[src/rtl/ace_pkg.sv]
// Shared ACE CCU types: snoop address index and default conflict-table depth.
// Used by the snoop interconnect and the conflict manager.
package ace_pkg;

    localparam int unsigned CmAddrWidth  = 12;
    localparam int unsigned CmNumEntries = 4;

    typedef logic [CmAddrWidth-1:0] cm_addr_t;

endpackage

[src/rtl/ace_ccu_cm_match.sv]
// Parallel comparator of the snoop index against every valid table slot.
// Purely combinational; produces a single hit flag.
module ace_ccu_cm_match #(
    parameter int unsigned AddrWidth  = 12,
    parameter int unsigned NumEntries = 4
) (
    input  logic [NumEntries-1:0][AddrWidth-1:0] slots_i,
    input  logic [NumEntries-1:0]                valids_i,
    input  logic [AddrWidth-1:0]                 addr_i,
    output logic                                 hit_o
);

    logic [NumEntries-1:0] eq;

    always_comb begin
        eq = '0;
        for (int k = 0; k < NumEntries; k++) begin
            eq[k] = valids_i[k] && (slots_i[k] == addr_i);
        end
    end

    assign hit_o = |eq;

endmodule

[src/rtl/ace_ccu_conflict_manager.sv]
// Snoop conflict manager: in-order table of in-flight snoop indices.
// Optional stall statistics counter enabled by ACE_CCU_CM_STATS_EN.
module ace_ccu_conflict_manager
    import ace_pkg::*;
#(
    parameter int unsigned AddrWidth  = CmAddrWidth,
    parameter int unsigned NumEntries = CmNumEntries,
    parameter int unsigned CntWidth   = 32
) (
    input  logic                          clk_i,
    input  logic                          rst_i,
    input  logic                          cm_valid_i,
    input  logic                          cm_ready_i,
    input  logic [AddrWidth-1:0]          cm_addr_i,
    output logic                          cm_stall_o,
    input  logic                          cm_done_i,
    output logic [$clog2(NumEntries):0]   occupancy_o,
    output logic                          err_o,
    output logic [CntWidth-1:0]           stall_cnt_o
);

    localparam int unsigned PtrW = $clog2(NumEntries);
    localparam int unsigned OccW = PtrW + 1;

    logic [NumEntries-1:0][AddrWidth-1:0] slot_q;
    logic [NumEntries-1:0]                valid_q;
    logic [PtrW-1:0]                      wr_q;
    logic [PtrW-1:0]                      rd_q;
    logic [OccW-1:0]                      cnt_q;
    logic                                 err_q;
    logic                                 hit;
    logic                                 full;
    logic                                 alloc;
    logic                                 free;

    ace_ccu_cm_match #(
        .AddrWidth  (AddrWidth),
        .NumEntries (NumEntries)
    ) u_match (
        .slots_i  (slot_q),
        .valids_i (valid_q),
        .addr_i   (cm_addr_i),
        .hit_o    (hit)
    );

    assign full  = (cnt_q == OccW'(NumEntries));
    // Reset blocks the ac path; otherwise no ready/done in this path.
    assign cm_stall_o = rst_i || (cm_valid_i && (hit || full));
    assign alloc = cm_valid_i && cm_ready_i && !cm_stall_o;
    assign free  = cm_done_i && (cnt_q != '0);

    always_ff @(posedge clk_i or posedge rst_i) begin
        if (rst_i) begin
            slot_q  <= '0;
            valid_q <= '0;
            wr_q    <= '0;
            rd_q    <= '0;
            cnt_q   <= '0;
            err_q   <= 1'b0;
        end else begin
            if (alloc) begin
                slot_q[wr_q]  <= cm_addr_i;
                valid_q[wr_q] <= 1'b1;
                wr_q          <= wr_q + PtrW'(1);
            end
            if (free) begin
                valid_q[rd_q] <= 1'b0;
                rd_q          <= rd_q + PtrW'(1);
            end
            unique case ({alloc, free})
                2'b10:   cnt_q <= cnt_q + OccW'(1);
                2'b01:   cnt_q <= cnt_q - OccW'(1);
                default: cnt_q <= cnt_q;
            endcase
            if (cm_done_i && (cnt_q == '0)) begin
                err_q <= 1'b1;
            end
        end
    end

    assign occupancy_o = cnt_q;
    assign err_o       = err_q;

`ifdef ACE_CCU_CM_STATS_EN
    logic [CntWidth-1:0] stall_cnt_q;

    always_ff @(posedge clk_i or posedge rst_i) begin
        if (rst_i) begin
            stall_cnt_q <= '0;
        end else if (cm_stall_o && (stall_cnt_q != '1)) begin
            stall_cnt_q <= stall_cnt_q + CntWidth'(1);
        end
    end

    assign stall_cnt_o = stall_cnt_q;
`else
    assign stall_cnt_o = '0;
`endif

endmodule

[config.mk]
export PLATFORM = sky130hd
export DESIGN_NAME = ace_ccu_conflict_manager
export DESIGN_NICKNAME = d
export VERILOG_FILES = /design/src/rtl/ace_pkg.sv /design/src/rtl/ace_ccu_cm_match.sv /design/src/rtl/ace_ccu_conflict_manager.sv
export SDC_FILE = /design/constraint.sdc
export NUM_CORES = 1
export LEC_CHECK = 0
export CORE_ASPECT_RATIO = 0.6
export CORE_MARGIN = 3
export CORE_UTILIZATION = 55
export CTS_CLUSTER_DIAMETER = 60
export DETAILED_ROUTE_END_ITERATION = 16
export DONT_BUFFER_PORTS = 1
export PLACE_DENSITY = 0.75
export SLEW_MARGIN = 10
export SYNTH_ARGS = -nofsm -noshare
export SYNTH_HDL_FRONTEND = slang
export SYNTH_HIERARCHICAL = 1
export SYNTH_SLANG_ARGS = --single-unit
[constraint.sdc]
create_clock -name clk_i -period 3.1 [get_ports clk_i]
set_input_delay 0.93 -clock clk_i [delete_from_list [all_inputs] [get_ports clk_i]]
set_output_delay 0.93 -clock clk_i [all_outputs]
set_load 0.1 [all_outputs]
==> impl_metrics.tcl <==
set metrics [dict create \
    status "finished, violations left" \
    violations "setup timing" \
    wl_per_cell_um 17.4 \
    pin_count 54 \
    finalSetupViolCount 1 \
    finalSetupTns_ps -196 \
    crit_chain "xnor2_2 -> nand4_1 -> nor4_1 -> or4_1 -> or2b_1 -> a21o_4" \
    power.density_mw_per_mm2 1020 \
    grtUsageTotal_pct 19.0 \
    p_leak_nw 1.80 \
    r2r_cells 8 \
    finalCritPeriodShare_pct 106 \
    synth-seq-cells 60 \
    cts.reportedPaths.clkPinSlew_ps 60 \
    nets 305 \
    grt_pass1_wl_um 10100 \
    worst_slew_pin_slew_ps 908 \
    tritoncts "built" \
    grt_pass1_vias 1881 \
    portBuffers 0 \
    cp_max_fo 8 \
    clock_sinks 60 \
    ir_drop_v 0.000435 \
    vias 1848 \
    drtIter0Drc 71 \
    max-clock-path-buffers 2 \
    numCtsBuffers 9 \
    end_kind "primary output" \
    worstPathArrival_ps 2370 \
    hold_depth 1 \
    coreArea_mm2 0.00622 \
    dp_hpwl_um 4430 \
    fin_hold_ws_ps 531 \
    first_pass_iters 4 \
    synth_area_per_cell_um2 13.0 \
    grt_max_degree 61 \
    htree_levels 3 \
    ant_nets 0 \
    syn_to_final_growth_pct 6.79 \
    fmax_ghz 0.303 \
    synthesis.area_mm2 0.00359 \
    die_y_um 68.6 \
    std_cell_rows 22 \
    cp_top_family "simple AND/OR/NAND/NOR gates" \
    antennaDiodeCount 0 \
    synth-seq-area-share_pct 41.8 \
    initial_utilization_pct 57.8 \
    start_kind "primary input" \
    skew_ps 7.22 \
    hold_violations 0 \
    gr-total-overflow 0 \
    crit_path_max_incr_delay_ps 540 \
    critPathBufInv 0 \
    die_area_mm2 0.00757 \
    cts-root-buf "clkbuf_8" \
    drive_above_1_share_pct 34.0 \
    wl_um 6360 \
    viasPerCell 5.05 \
    final_common_cell "dfrtp_1" \
    worst-setup-path-type "primary input to primary output" \
    slew_violations 0 \
    cp.required_ps 2170 \
    mostFrequentLayoutCells "60 x dfrtp_1, 40 x mux2_4, 39 x xnor2_1, 32 x conb_1, 11 x clkbuf_8" \
    antenna_found_initial 0 \
    gp_congestion 0.811 \
    maxCapViolCount 0 \
    finalCriticalPeriod_ps 3300 \
    worstSetupPathDepth 6 \
    relSlewSlack_pct 39.5 \
    worst_hold_path_type "flop to flop" \
    drc 0 \
    synth_warnings 6 \
    die_x_um 110 \
    clk_latency_ps 350 \
    setup_ws_ps -196 \
    rsz0062_at_grt "yes" \
    slowest_stage "or4_1" \
    cts_hold_buf 0 \
    syn_inst 276 \
    yosysUniqueCellTypes 29 \
    yosysTopAreaCell "dfrtp_1" \
    yosys-top-cells-area "dfrtp_1 42%, mux2_4 17%, xnor2_1 12%" \
    synth_top_area_share_pct 41.8 \
]
==> Yosys cell counts <==
cell      number
dfrtp_1       60
xnor2_1       51
buf_4         42
mux2_4        40
mux2_2        10
ha_1           9
inv_1          8
nand4_1        8
nand2_1        5
a21oi_1        4
a31oi_1        4
buf_12         4
buf_6          4
nand3_1        4
nand3_4        4
nor4_1         4
a21o_1         2
xor2_1         2
and4bb_1       1
clkbuf_1       1
conb_1         1
fa_1           1
mux2i_1        1
nor2_1         1
nor2b_1        1
nor3_1         1
or2b_1         1
or3b_1         1
or4_1          1
==> power by group <==
group | internal, mW | switching [mW] | leakage (nW)
Combinational | 0.902 | 0.830 | 0.973
Sequential | 1.16 | 0.385 | 0.741
Clock | 0.327 | 0.291 | 0.0893
Total | 2.39 | 1.51 | 1.80
==> final timing paths <==
kind / end / start / slack, ps
setup / recovery: cm_stall_o / cm_addr_i[3] / -200
hold / removal: slot_q[45] / slot_q[45] / 530
setup reg to reg: slot_q[41] / slot_q[33] / 430
hold reg to reg: slot_q[45] / slot_q[45] / 530
max in group asynchronous: slot_q[9] / rst_i / 1930
min in group asynchronous: wr_q[1] / rst_i / 680
==> through the flow <==
step	total power [mW]	instance area (um2)	setup slack, ps	instances	utilization, %
6_report	3.90	3840	-196	366	61.7
2_1_floorplan	2.89	3780	-165	307	-
5_1_grt	4.13	3840	-230	366	61.7
3_5_place_dp	3.12	3510	-210	351	56.4
3_3_place_gp	3.07	3510	-174	351	56.4
4_1_cts	3.78	3690	-186	366	59.4
==> flip-flops by register name, summed over array words and instances (netlist names) <==
register,count
slot_q,48
valid_q,4
occupancy_o,3
rd_q,2
wr_q,2
err_o,1
==> cell families (layout without fill, tap and decap cells) <==
logic type,count (synthesis),after routing,synth area share (%)
flip-flops,60,60,41.8
buffers and inverters,59,34,13.2
XOR/XNOR,53,53,12.9
multiplexers,51,51,20.1
AND/OR/NAND/NOR,32,32,6.54
adder cells (fa/ha/maj),10,10,3.69
AO/OA/AOI/OAI,10,10,1.67
other,1,32,0.104
==> layer usage <==
| metal | up-vias | wire length [um] | global-route usage (%) |
|---|---|---|---|
| met5 | - | 0 | 0 |
| met4 | 0 | 80 | 5.84 |
| met3 | 8 | 515 | 9.77 |
| met2 | 48 | 2630 | 24.8 |
| met1 | 930 | 3130 | 26.9 |
| li1 | 862 | - | - |
==> layout make-up <==
cell class / instances / area (um2)
Sequential cell: 60 / 1500
Inverter: 8 / 30.0
Fill cell: 486 / 2380
Tap cell: 84 / 105
Timing Repair Buffer: 11 / 108
Clock inverter: 2 / 10.0
Clock buffer: 13 / 159
Multi-Input combinational cell: 188 / 1930
==> timing repair <==
item | 4_1_cts | 5_1_grt
buffers inserted | 0 | 0
cloned | 0 | 0
pin swaps | 2 | 13
gates resized for setup | 2 | 17
endpoints found under the setup margin | 1 | 1
(Power assumes the default switching activity.)
